==> config.mk <==
export PLATFORM = sky130hd
export DESIGN_NAME = core_bus_arbiter
export DESIGN_NICKNAME = d
export VERILOG_FILES = /design/src/rtl/core_bus_arbiter.sv
export SDC_FILE = /design/constraint.sdc
export NUM_CORES = 1
export LEC_CHECK = 0
export BUFFER_PORTS_ARGS = -buffer_cell sky130_fd_sc_hd__buf_2
export CAP_MARGIN = 0
export CORE_MARGIN = 5
export CORE_UTILIZATION = 46
export CTS_BUF_LIST = sky130_fd_sc_hd__clkbuf_2
export DETAILED_ROUTE_END_ITERATION = 10
export PLACE_DENSITY = 0.79
export RECOVER_POWER = 25
export SYNTH_ARGS = -nofsm -noshare
export SYNTH_HDL_FRONTEND = slang
export SYNTH_SLANG_ARGS = --single-unit
==> constraint.sdc <==
create_clock -name clk -period 1.4 [get_ports clk]
set_clock_uncertainty 0.1 [all_clocks]
set_input_delay 0.28 -clock clk [delete_from_list [all_inputs] [get_ports clk]]
set_output_delay 0.28 -clock clk [all_outputs]
set_load 0.01 [all_outputs]
==> src/rtl/core_bus_arbiter.sv <==
// core_bus_arbiter: N-master single-outstanding bus arbiter with per-master
// hold registers, fixed-priority or round-robin grant, back-to-back issue.
// Ports: m_start/m_write/m_addr/m_data_wr (packed per master) in,
//        m_ready (one-hot) / m_data_rd (broadcast) out,
//        bus_start/bus_write/bus_addr/bus_data_wr out, bus_ready/bus_data_rd in,
//        owner/busy out (registered).
module core_bus_arbiter #(
  parameter int                   N_MASTERS   = 2,
  parameter int                   ADDR_W      = 30,
  parameter int                   DATA_W      = 32,
  parameter bit                   ROUND_ROBIN = 1'b0,
  parameter logic [N_MASTERS-1:0] WRITE_EN    = '1
) (
  input  logic                          clk,
  input  logic                          rst_n,
  input  logic [N_MASTERS-1:0]          m_start,
  input  logic [N_MASTERS-1:0]          m_write,
  input  logic [N_MASTERS*ADDR_W-1:0]   m_addr,
  input  logic [N_MASTERS*DATA_W-1:0]   m_data_wr,
  output logic [N_MASTERS-1:0]          m_ready,
  output logic [DATA_W-1:0]             m_data_rd,
  input  logic                          bus_ready,
  input  logic [DATA_W-1:0]             bus_data_rd,
  output logic                          bus_start,
  output logic                          bus_write,
  output logic [ADDR_W-1:0]             bus_addr,
  output logic [DATA_W-1:0]             bus_data_wr,
  output logic [$clog2(N_MASTERS)-1:0]  owner,
  output logic                          busy
);

  localparam int OW = $clog2(N_MASTERS);

  typedef enum logic {
    S_IDLE,
    S_ACTIVE
  } state_e;

  state_e                state_q, state_d;
  logic [N_MASTERS-1:0]  pend_q, pend_d;
  logic [N_MASTERS-1:0]  hwr_q, hwr_d;
  logic [ADDR_W-1:0]     haddr_q [N_MASTERS];
  logic [ADDR_W-1:0]     haddr_d [N_MASTERS];
  logic [DATA_W-1:0]     hdata_q [N_MASTERS];
  logic [DATA_W-1:0]     hdata_d [N_MASTERS];
  logic [OW-1:0]         owner_q, owner_d;
  logic [OW-1:0]         last_q, last_d;
  logic                  busy_q, busy_d;

  logic [N_MASTERS-1:0]  req;
  logic [N_MASTERS-1:0]  f_wr;
  logic [ADDR_W-1:0]     f_addr [N_MASTERS];
  logic [DATA_W-1:0]     f_data [N_MASTERS];
  logic [OW-1:0]         win;
  logic [OW-1:0]         cand;
  logic                  found;
  logic                  issue;

  // Effective request fields: a held request shadows the live inputs.
  always_comb begin
    req = m_start | pend_q;
    f_wr = '0;
    for (int i = 0; i < N_MASTERS; i++) begin
      f_wr[i]   = pend_q[i] ? hwr_q[i] : m_write[i];
      f_addr[i] = pend_q[i] ? haddr_q[i]
                            : m_addr[i*ADDR_W +: ADDR_W];
      f_data[i] = pend_q[i] ? hdata_q[i]
                            : m_data_wr[i*DATA_W +: DATA_W];
    end
  end

  // Winner select. Round-robin walks from last_q+1 with a wrap at
  // N_MASTERS-1, so non-power-of-two counts need no modulo.
  always_comb begin
    win   = '0;
    found = 1'b0;
    cand  = last_q;
    if (ROUND_ROBIN) begin
      for (int k = 0; k < N_MASTERS; k++) begin
        cand = (cand == OW'(N_MASTERS - 1)) ? '0 : cand + 1'b1;
        if (!found && req[cand]) begin
          win   = cand;
          found = 1'b1;
        end
      end
    end else begin
      for (int i = 0; i < N_MASTERS; i++) begin
        if (req[i]) begin
          win   = OW'(i);
          found = 1'b1;
        end
      end
    end
  end

  // The bus is free when idle or when the current transfer completes now.
  assign issue = rst_n & found
               & ((state_q == S_IDLE) | bus_ready);

  always_comb begin
    bus_start   = issue;
    bus_write   = issue & f_wr[win] & WRITE_EN[win];
    bus_addr    = issue ? f_addr[win] : '0;
    bus_data_wr = bus_write ? f_data[win] : '0;
    m_ready     = '0;
    if (rst_n && state_q == S_ACTIVE && bus_ready) begin
      m_ready = N_MASTERS'(1) << owner_q;
    end
    m_data_rd   = rst_n ? bus_data_rd : '0;
  end

  assign owner = owner_q;
  assign busy  = busy_q;

  always_comb begin
    pend_d  = pend_q;
    hwr_d   = hwr_q;
    haddr_d = haddr_q;
    hdata_d = hdata_q;
    for (int i = 0; i < N_MASTERS; i++) begin
      if (issue && win == OW'(i)) begin
        pend_d[i] = 1'b0;
      end else if (m_start[i]) begin
        pend_d[i]  = 1'b1;
        hwr_d[i]   = m_write[i];
        haddr_d[i] = m_addr[i*ADDR_W +: ADDR_W];
        hdata_d[i] = m_data_wr[i*DATA_W +: DATA_W];
      end
    end
  end

  always_comb begin
    state_d = state_q;
    unique case (state_q)
      S_IDLE:   if (issue) state_d = S_ACTIVE;
      S_ACTIVE: if (bus_ready && !issue) state_d = S_IDLE;
      default:  state_d = S_IDLE;
    endcase
    busy_d  = (state_d == S_ACTIVE);
    owner_d = issue ? win : owner_q;
    last_d  = issue ? win : last_q;
  end

  always_ff @(posedge clk) begin
    if (!rst_n) begin
      state_q <= S_IDLE;
      pend_q  <= '0;
      hwr_q   <= '0;
      for (int i = 0; i < N_MASTERS; i++) begin
        haddr_q[i] <= '0;
        hdata_q[i] <= '0;
      end
      owner_q <= '0;
      last_q  <= OW'(N_MASTERS - 1);
      busy_q  <= 1'b0;
    end else begin
      state_q <= state_d;
      pend_q  <= pend_d;
      hwr_q   <= hwr_d;
      haddr_q <= haddr_d;
      hdata_q <= hdata_d;
      owner_q <= owner_d;
      last_q  <= last_d;
      busy_q  <= busy_d;
    end
  end

endmodule

# Word-level counts from Yosys, hierarchy flattened
# Index checks and enable logic that the tools add are counted.
dict set report classes {
  magnitude_cmp 2
  shift 1
  n_mux 25
  bitwise_logic 12
  reduce_logical 10
}
# operator n
set ops {}
lappend ops {{$mux W32} 7}
lappend ops {{$mux W30} 6}
lappend ops {{$mux W1} 10}
lappend ops {{$logic_and A1 B1 Y1} 5}
lappend ops {{$not A1 Y1} 5}
lappend ops {{$and A1 B1 Y1} 4}
lappend ops {{$reduce_and A2 Y1} 2}
lappend ops {{$reduce_or A2 Y1} 2}
lappend ops {{$ge A2 B2 Y1 const B} 1}
lappend ops {{$lt A1 B2 Y1 const B} 1}
lappend ops {{$mux W2} 1}
lappend ops {{$not A1 Y2} 1}
lappend ops {{$or A2 B2 Y2} 1}
lappend ops {{$pmux W1 S2} 1}
lappend ops {{$shl A1 B1 Y2 const A} 1}
lappend ops {{$logic_not A1 Y1} 1}
lappend ops {{$or A1 B1 Y1} 1}
dict set report totals {
  ff_bits 130
  in_bits 163
}

# Depth between registers and ports, before layout
# Gate-level depths: netlist (run 1).
dict set report depth {
  ltp_word 9
  depth_mapped 7
}

# Least setup slack after synthesis (run 1)
# No wires, ideal clock.
dict set report synth_timing {
  path_kind {register to output}
  start {reg, netlist name busy}
  end {out bus_data_wr[10]}
  arrival_time_ns 1.305
  required_ns 1.020
  setup_slack_ns -0.285
  stages_incl_launch_ff 6
  cell_sequence {dfxtp_1 -> and2b_1 -> nor2_2 -> o2111ai_2 -> buf_2 -> nor2_1}
}
# item line
set synth_lines {}
lappend synth_lines {{to (decl)} 27} ;# output logic [DATA_W-1:0] bus_data_wr,

# Worst setup path after layout (run 1)
dict set report layout_timing {
  start {reg pend_q[1]}
  end {out bus_addr[5]}
}
dict set report layout_via {
  elab_chain_len 7
}
# item line
set layout_rtl {}
lappend layout_rtl {{from (decl)} 40} ;# logic [N_MASTERS-1:0] pend_q, pend_d;
lappend layout_rtl {{from (signal assigned)} 158} ;# pend_q <= pend_d;
lappend layout_rtl {{$or A2 B2 Y2} 61} ;# req = m_start | pend_q;
lappend layout_rtl {{$mux W1} 88} ;# if (req[i]) begin
lappend layout_rtl {{$not A1 Y2 (implied by the code)} 103} ;# bus_addr = issue ? f_addr[win] : '0;
lappend layout_rtl {{$mux W30 (implied by the code) (3 in a row)} 103}
lappend layout_rtl {{$mux W30 (*)} 103}
lappend layout_rtl {{to (decl)} 26} ;# output logic [ADDR_W-1:0] bus_addr,
# Every way passes the cells marked *; elsewhere a longest branch is shown, timed or not. The select of a mux whose other input is x is not followed.

==> results of run 1 <==
power by group through the flow:
stage	combinational (mW)	sequential, mW	clock (mW)
finish	3.03	4.07	2.07
floorplan	1.23	4.09	0
detailed placement	1.96	4.12	0
global placement	1.92	4.11	0
CTS	2.68	4.04	2.07
global route	3.18	4.09	2.28
stage by stage:
step / TNS (ns) / utilization / power, mW / hold WS (ns)
after floorplan: -13.83 / - / 5.32 / 0.257
after global placement: -48.62 / 0.610 / 6.02 / 0.335
after detailed placement: -52.81 / 0.610 / 6.07 / 0.342
after CTS: -101.72 / 0.772 / 8.80 / -0.0256
after global routing: -127.16 / 0.805 / 9.55 / -0.00525
final: -110.06 / 0.806 / 9.16 / 0.0380
cell usage in the layout (no fill, tap or decap), types with 26 or more instances in the layout:
master         Yosys  final
a21oi_1           63     28
buf_6              7     27
dlygate4sd3_1      0    129
buf_4              7     46
buf_2             29    249
o21ai_0           69     48
nand2_1          226    218
o21ai_1           27     44
a21oi_2            0     35
nand3_1           64     61
and2_1            32     32
dfxtp_1          130    127
mux2i_1          124    111
o22ai_2            0     26
cell families (layout without fill, tap and decap cells):
family,count (synthesis),in the layout,share of synthesized area
AO/OA/AOI/OAI,198,198,0.158
buffers and inverters,85,532,0.0629
flip-flops,130,130,0.376
multiplexers,124,124,0.179
other,0,2,0
AND/OR/NAND/NOR,364,364,0.225
final cells by class:
type | instances | area (µm²) | share of cell area
Sequential cell | 130 | 2610 | 0.221
Clock buffer | 20 | 100 | 0.00848
Timing Repair Buffer | 495 | 4240 | 0.359
Tap cell | 184 | 230 | 0.0195
Antenna cell | 2 | 5.00 | 0.000424
Inverter | 5 | 18.8 | 0.00159
Clock inverter | 12 | 92.6 | 0.00785
Multi-Input combinational cell | 686 | 4500 | 0.382
sequential cells by signal, indices dropped and copies added, names as in the netlist:
name / flops
busy: 1
owner: 1
haddr_q: 60
hdata_q: 64
pend_q: 2
hwr_q: 2
how the worst max path moves through the flow:
stage                                 startpoint         endpoint  slack (ns)  depth (start not counted)
after global placement                 bus_ready      bus_addr[0]       -0.50                          7
after CTS                        busy$_SDFF_PN0_     bus_addr[29]       -1.19                          8
after global routing      pend_q[0]$_SDFFE_PP0P_  bus_data_wr[26]       -1.37                          6
after floorplan                  busy$_SDFF_PN0_     bus_addr[19]       -0.23                          5
after detailed placement               bus_ready      bus_addr[0]       -0.52                          7
final                     pend_q[1]$_SDFFE_PP0P_      bus_addr[5]       -1.25                          4
timing repair:
action | in CTS | in global routing
cloned | 20 | 5
gates resized for setup | 67 | 101
buffers inserted | 12 | 17
setup endpoints to repair | 222 | 227
pin swaps | 15 | 38
endpoints found under the hold margin | 128 | 2
routing by layer:
layer | wire, µm | up-vias
met5 | 11 | -
met4 | 1360 | 2
met3 | 3190 | 132
met2 | 15600 | 585
met1 | 11900 | 4141
li1 | - | 3978
worst max-delay path, stage by stage (launching register included):
cell and delay [ns]:
dfxtp_1 0.50, buf_4 0.37, mux2i_1 0.42, o22ai_4 0.13, buf_6 0.14
==> results.yml, run 1 <==
status:
  status: "finished with violations"
  violations: "setup timing"
placed_design:
  dpl.hpwl_mm: 15.7
  place_ws_ns: -0.521
  dp_cells: 1319
  port_buffers: 262
  gp_congestion: 0.786
  dpl_cell_area_um2: 8940
worst_setup_path:
  reg2reg_to: "haddr_q[54]$_SDFFE_PN0P_"
  reg2reg_depth: 9
  critical_path_class: "reg -> out"
  worstSetupEndpointType: "primary output"
  reg2reg_setup_slack_ns: -0.38
  path_max_fanout: 16
  cp-start-kind: "flip-flop"
  arrival_ns: 2.27
  r2r-start: "pend_q[1]$_SDFFE_PP0P_"
  cp.required_ns: 1.02
worst_hold_path:
  worstHoldPathType: "in -> reg"
  hp-start: "rst_n"
  min_to: "hdata_q[35]$_SDFFE_PN0P_"
  hold_depth: 4
clock_tree:
  clock_path_buffers: 2
  clk_latency_ns: 0.70
  cts.clk_slew.worst_paths_ns: 0.19
  clockRootBuffer: "clkbuf_2"
  cts_sinks: 130
  cts_hold_buf: 129
  cts_max_level: 4
  cts_tree: "built"
  cts_buffers: 17
synthesis:
  yosysSeqAreaShare: 0.376
  avgSynthCellArea_um2: 7.69
  async_flop_share: 0
  yosysWarnings: 0
  yosysMostFrequentCell: "nand2_1"
  synth_edf_count: 0
  synth_seq_cells: 130
  synth_area_um2: 6930
  ys.flop_type: "dfxtp_1"
  synth_top_cells_by_count: "nand2_1, dfxtp_1, mux2i_1"
  synthDistinctLibCells: 31
  synth_top_area_share: 0.376
  synth_area_leaders: "dfxtp_1, mux2i_1, nand2_1"
  syn-instance-count: 901
  synth_top_cell_by_area: "dfxtp_1"
  synth_nets: 1064
sta:
  slew_viol_final: 0
  fmax_ghz: 0.378
  finalCritPeriodShare: 1.89
  rsz0062_at_grt: "yes"
  finalSetupViolations: 225
  finalHoldViolCount: 0
  max_slew_margin: 0.499
  worstMarginPinSlew_ns: 0.749
  period_needed_ns: 2.65
  fin_ws_ns: -1.25
cells_and_area:
  areaGrowthSynthToFinish_pct: 70.4
  layoutNonFillerInstCount: 1534
  fill_cells: 884
  nets: 1498
  final_area_um2: 11800
  layout-drive-gt1-share: 0.398
routing:
  drt_iter0_markers: 837
  vias_per_cell: 5.76
  ant_nets: 0
  drt-pass1-iter-count: 6
  wirelength_mm: 32.0
  wl_per_cell_um: 20.9
  num_vias: 8838
  drc_errors: 0
power:
  p_seq_frac: 0.444
  switching_power_mw: 3.09
  switching_share: 0.337
  leakage_nw: 5.17
  pwr-share-clk: 0.226
  power_frac_comb: 0.330
  p_int_mw: 6.08
  p_per_area_nw_per_um2: 777
  ir_drop_uv: 1180
global_routing:
  grt_util_met1: 0.377
  grt_pass1_vias: 8622
  grt_start_max_net_pins: 46
  overflow: 0
  grt_usage: 0.324
  top_usage_layer: "met2"
  antenna_found_initial: 1
  grt_use_met2: 0.551
  grt_pass1_wl_mm: 45.5
  gr-usage-met3: 0.0968
job:
  drv_cap: 0
die:
  die_area_um2: 17600
  die_w_um: 133
  core_area_um2: 14600
  start_util: 0.473
  num_rows: 44
  fp.dieH_um: 133
  pin_count: 263
No activity file was read; power rests on OpenSTA's default activity.
==> run 2, diff against run 1 <==
--- a/config.mk
+++ b/config.mk
@@ -8,10 +8,9 @@
 export BUFFER_PORTS_ARGS = -buffer_cell sky130_fd_sc_hd__buf_2
 export CAP_MARGIN = 0
 export CORE_MARGIN = 5
-export CORE_UTILIZATION = 46
-export CTS_BUF_LIST = sky130_fd_sc_hd__clkbuf_2
+export CORE_UTILIZATION = 25
+export CTS_BUF_LIST = sky130_fd_sc_hd__clkbuf_8
 export DETAILED_ROUTE_END_ITERATION = 10
-export PLACE_DENSITY = 0.79
 export RECOVER_POWER = 25
 export SYNTH_ARGS = -nofsm -noshare
 export SYNTH_HDL_FRONTEND = slang
==> results.yml, run 2 (synthesis results as in run 1) <==
die:
  core_area_um2: 27600
  pin_count: 263
  num_rows: 61
  fp.dieH_um: 176
  die_area_um2: 31100
  die_w_um: 176
  start_util: 0.251
cells_and_area:
  fill_cells: 2612
  largest-register: "hdata_q"
  final_util: 0.459
  top_regs: "hdata_q x64, haddr_q x60"
  areaGrowthSynthToFinish_pct: 82.5
  layoutNonFillerInstCount: 1722
  final_cell_mix: "buf_2, nand2_1, dfxtp_1, dlygate4sd3_1, mux2i_1"
  nets: 1494
  n_antenna_cell: 0
  layout-drive-gt1-share: 0.443
  largest_reg_flops: 64
  final_area_um2: 12600
  final_common_cell: "buf_2"
global_routing:
  grt_pass1_wl_mm: 43.3
  grt_pass1_vias: 8007
  grt_start_max_net_pins: 43
  grt_usage: 0.173
  overflow: 0
  antenna_found_initial: 5
clock_tree:
  cts_buffers: 17
  cts_tree: "built"
  clockRootBuffer: "clkbuf_8"
  clock_path_buffers: 2
  cts.clk_slew.worst_paths_ns: 0.08
  clk_latency_ns: 0.45
  cts_sinks: 130
  cts_max_level: 4
worst_setup_path:
  arrival_ns: 1.92
  worstSetupEndpointType: "primary output"
  cp.required_ns: 1.02
  critical_path_class: "reg -> out"
  path_max_fanout: 22
  reg2reg_depth: 7
  cp-start-kind: "flip-flop"
placed_design:
  dp_cells: 1513
  dpl.hpwl_mm: 16.9
  port_buffers: 262
  dpl_cell_area_um2: 9200
  gp_congestion: 0.783
power:
  p_per_area_nw_per_um2: 868
  total_power_mw: 11.0
  ir_drop_uv: 428
  leakage_nw: 5.34
sta:
  fin_ws_ns: -0.904
  finalCritPeriodShare: 1.65
  fmax_ghz: 0.434
  finalSetupViolations: 193
  finalHoldViolCount: 0
  max_slew_margin: 0.598
  slew_viol_final: 0
  worstMarginPinSlew_ns: 0.603
  rsz0062_at_grt: "yes"
  fin_hold_ws_ns: 0.0322
  period_needed_ns: 2.30
worst_hold_path:
  worstHoldPathType: "in -> reg"
  hold_depth: 3
routing:
  drt_iter0_markers: 402
  num_vias: 8297
  vias_per_cell: 4.82
  drt-pass1-iter-count: 5
  drc_errors: 0
  wirelength_mm: 31.1
  ant_nets: 0
  wl_per_cell_um: 18.1
status:
  status: "finished with violations"
  violations: "setup timing"
job:
  drv_cap: 0
run 2: cell types whose count changed in the layout (fill, tap and decap cells not counted), sizes merged, moves of 2 or more:
| cell | before | now |
|---|---|---|
| buf | 358 | 353 |
| diode | 2 | 0 |
| clkbuf | 27 | 31 |
| dlygate4sd3 | 129 | 126 |
| clkinv | 9 | 4 |
| inv | 5 | 8 |
| bufinv | 1 | 5 |
run 2: layout make-up:
class / instances / area [µm²] / area share
Multi-Input combinational cell: 686 / 4830 / 0.382
Clock inverter: 13 / 206 / 0.0163
Sequential cell: 130 / 2610 / 0.207
Inverter: 5 / 18.8 / 0.00148
Clock buffer: 19 / 262 / 0.0207
Timing Repair Buffer: 491 / 4230 / 0.335
Tap cell: 378 / 473 / 0.0374
run 2: through the flow:
stage               setup WS [ns]  setup TNS, ns
floorplan                  -0.235         -13.83
global placement           -0.490         -59.31
detailed placement         -0.519         -61.17
CTS                        -0.888         -71.41
global route               -0.983         -91.01
finish                     -0.904         -77.73
run 2: path summary, 6_finish.rpt:
path | from | endpoint | slack (ns)
worst max-delay path | pend_q[0]$_SDFFE_PP0P_ | bus_data_wr[0] | -0.90
worst min-delay path | bus_ready | pend_q[1]$_SDFFE_PP0P_ | 0.03
worst max register to register | busy$_SDFF_PN0_ | haddr_q[27]$_SDFFE_PN0P_ | -0.30
worst min register to register | hdata_q[37]$_SDFFE_PN0P_ | hdata_q[37]$_SDFFE_PN0P_ | 0.35
run 2: critical path, stage by stage (launching register included):
cell,delay (ns)
dfxtp_4,0.40
o211ai_1,0.33
o2111ai_4,0.20
buf_12,0.22
nor2_1,0.15
buf_2,0.15
run 2: metal layers:
| metal | global-route usage | vias to the layer above | routed length (µm) |
|---|---|---|---|
| li1 | - | 3953 | - |
| met1 | 0.219 | 4007 | 13100 |
| met2 | 0.292 | 282 | 15300 |
| met3 | 0.0518 | 45 | 2160 |
| met4 | 0.0377 | 10 | 489 |
| met5 | 0 | - | 55 |
run 2: what timing repair did:
item	in CTS	in global routing
cloned	11	15
hold buffers	126	0
pin swaps	36	100
endpoints found under the hold margin	126	0
gates resized for setup	71	185
setup endpoints to repair	223	209
buffers inserted	16	15
run 2: report_power, final:
group / switching, mW / internal, mW / leakage (nW) / total, mW
registers: 0.129 / 3.92 / 1.07 / 4.04
logic: 1.51 / 1.53 / 4.03 / 3.04
clock network: 1.67 / 2.22 / 0.238 / 3.89
total: 3.30 / 7.67 / 5.34 / 11.0
==> run 3, diff against run 2 <==
--- a/config.mk
+++ b/config.mk
@@ -5,8 +5,9 @@
 export SDC_FILE = /design/constraint.sdc
 export NUM_CORES = 1
 export LEC_CHECK = 0
-export BUFFER_PORTS_ARGS = -buffer_cell sky130_fd_sc_hd__buf_2
+export BUFFER_PORTS_ARGS = -buffer_cell sky130_fd_sc_hd__buf_4
 export CAP_MARGIN = 0
+export CORE_ASPECT_RATIO = 0.6
 export CORE_MARGIN = 5
 export CORE_UTILIZATION = 25
 export CTS_BUF_LIST = sky130_fd_sc_hd__clkbuf_8
==> results.yml, run 3 (synthesis results as in run 1) <==
worst_hold_path:
  min_to: "busy$_SDFF_PN0_"
  hold_depth: 4
  worstHoldPathType: "in -> reg"
  hp-start: "m_start[0]"
cells_and_area:
  final_util: 0.532
  nets: 1547
  largest-register: "hdata_q"
  layout-drive-gt1-share: 0.514
  n_antenna_cell: 0
  layoutNonFillerInstCount: 1764
  top_regs: "hdata_q x64, haddr_q x60"
  largest_reg_flops: 64
  areaGrowthSynthToFinish_pct: 110
  final_cell_mix: "buf_4, nand2_1, dlygate4sd3_1"
  final_common_cell: "buf_4"
  final_area_um2: 14600
worst_setup_path:
  reg2reg_setup_slack_ns: -0.45
  path_max_fanout: 5
  path_cells: "and2b_2 > nor2_4 > nand3b_1 > buf_6 > clkbuf_16 > o22ai_4 > buf_6"
  critical_path_class: "reg -> out"
  cp_slowest_stage_delay_ns: 0.33
  reg2reg_depth: 11
  r2r-start: "pend_q[1]$_SDFFE_PP0P_"
  cp-start-kind: "flip-flop"
  cp.required_ns: 1.02
  crit_buf_inv: 3
  path_delay_family: "buffers and inverters"
  arrival_ns: 1.94
  reg2reg_to: "haddr_q[48]$_SDFFE_PN0P_"
  worstSetupEndpointType: "primary output"
  path_common_cell: "buf_6"
  worst-path-stages: 7
  crit_slowest_cell: "dfxtp_2"
global_routing:
  grt_pass1_vias: 8552
  grt_pass1_wl_mm: 48.6
  grt_usage: 0.199
  antenna_found_initial: 2
  overflow: 0
  grt_start_max_net_pins: 52
placed_design:
  dpl.hpwl_mm: 19.3
  dpl_cell_area_um2: 9960
  place_ws_ns: -0.498
  dp_cells: 1512
  port_buffers: 262
  gp_congestion: 0.808
die:
  core_area_um2: 27400
  fp.dieH_um: 139
  pin_count: 263
  start_util: 0.253
  die_w_um: 225
  die_area_um2: 31200
  num_rows: 47
clock_tree:
  clock_path_buffers: 2
  cts_tree: "built"
  cts.clk_slew.worst_paths_ns: 0.07
  clk_latency_ns: 0.48
  cts_sinks: 130
  clockRootBuffer: "clkbuf_8"
  cts_buffers: 17
  cts_max_level: 4
sta:
  finalCritPeriodShare: 1.66
  period_needed_ns: 2.32
  max_slew_margin: 0.687
  fmax_ghz: 0.432
  worstMarginPinSlew_ns: 0.457
  finalHoldViolCount: 0
  rsz0062_at_grt: "yes"
  finalSetupViolations: 194
  fin_ws_ns: -0.917
  slew_viol_final: 0
routing:
  wl_per_cell_um: 20.8
  wirelength_mm: 36.7
  drc_errors: 0
  drt_iter0_markers: 561
  drt-pass1-iter-count: 5
  num_vias: 8755
  vias_per_cell: 4.96
  ant_nets: 0
status:
  violations: "setup timing"
  status: "finished with violations"
power:
  leakage_nw: 6.13
  total_power_mw: 11.2
  p_per_area_nw_per_um2: 771
  ir_drop_uv: 616
job:
  drv_cap: 0
==> run 3: changes by cell type in the layout (fill, tap and decap cells not counted), sizes merged <==
cell         previous run  this run
buf                   353       399
clkbuf                 31        39
bufinv                  5         1
clkinv                  4         5
dlygate4sd3           126       127
inv                     8         9
==> run 3: power by group <==
group	total [mW]	leakage, nW	switching, mW	internal (mW)
logic	3.92	4.86	1.79	2.13
clock network	3.24	0.206	1.67	1.57
registers	4.08	1.07	0.162	3.92
total	11.2	6.13	3.62	7.61
==> run 3: cell type report <==
type                            count  area (µm²)
Fill cell                        2416       12800
Timing Repair Buffer              544        5830
Inverter                            5        18.8
Clock buffer                       21         289
Sequential cell                   130        2620
Tap cell                          367         459
Clock inverter                     11        87.6
Multi-Input combinational cell    686        5270
==> run 3: tightest hold or removal path: stages <==
cell	delay, ns
buf_4	0.09
nor2_1	0.04
buf_4	0.14
a31oi_1	0.15
==> run 3: through the flow <==
step           hold slack, ns  TNS [ns]
6_report                0.175   -100.06
5_1_grt                 0.159   -111.90
4_1_cts                0.0620    -86.17
3_5_place_dp            0.340    -55.11
3_3_place_gp            0.335    -51.78
2_1_floorplan           0.257    -13.83
==> run 3: worst max-delay path by stage <==
stage,start,end,slack (ns)
2_1_floorplan,busy$_SDFF_PN0_,bus_addr[19],-0.23
3_3_place_gp,bus_ready,bus_addr[21],-0.48
3_5_place_dp,bus_ready,bus_addr[24],-0.50
4_1_cts,pend_q[0]$_SDFFE_PP0P_,bus_data_wr[30],-0.94
5_1_grt,pend_q[0]$_SDFFE_PP0P_,bus_data_wr[4],-1.02
6_report,busy$_SDFF_PN0_,bus_addr[7],-0.92
==> run 3: routing by layer <==
metal / vias up / GRT usage / routed length (µm)
met5: - / 0 / 32
met4: 4 / 0.0496 / 524
met3: 42 / 0.0641 / 2870
met2: 336 / 0.319 / 16900
met1: 4291 / 0.262 / 16400
li1: 4082 / - / -
==> run 3: repair_timing <==
action | 4_1_cts | 5_1_grt
cloned | 23 | 19
hold buffers | 127 | 0
setup endpoints to repair | 209 | 206
hold endpoints to repair | 127 | 0
pin swaps | 19 | 154
gates resized for setup | 140 | 299
setup buffers | 36 | 29
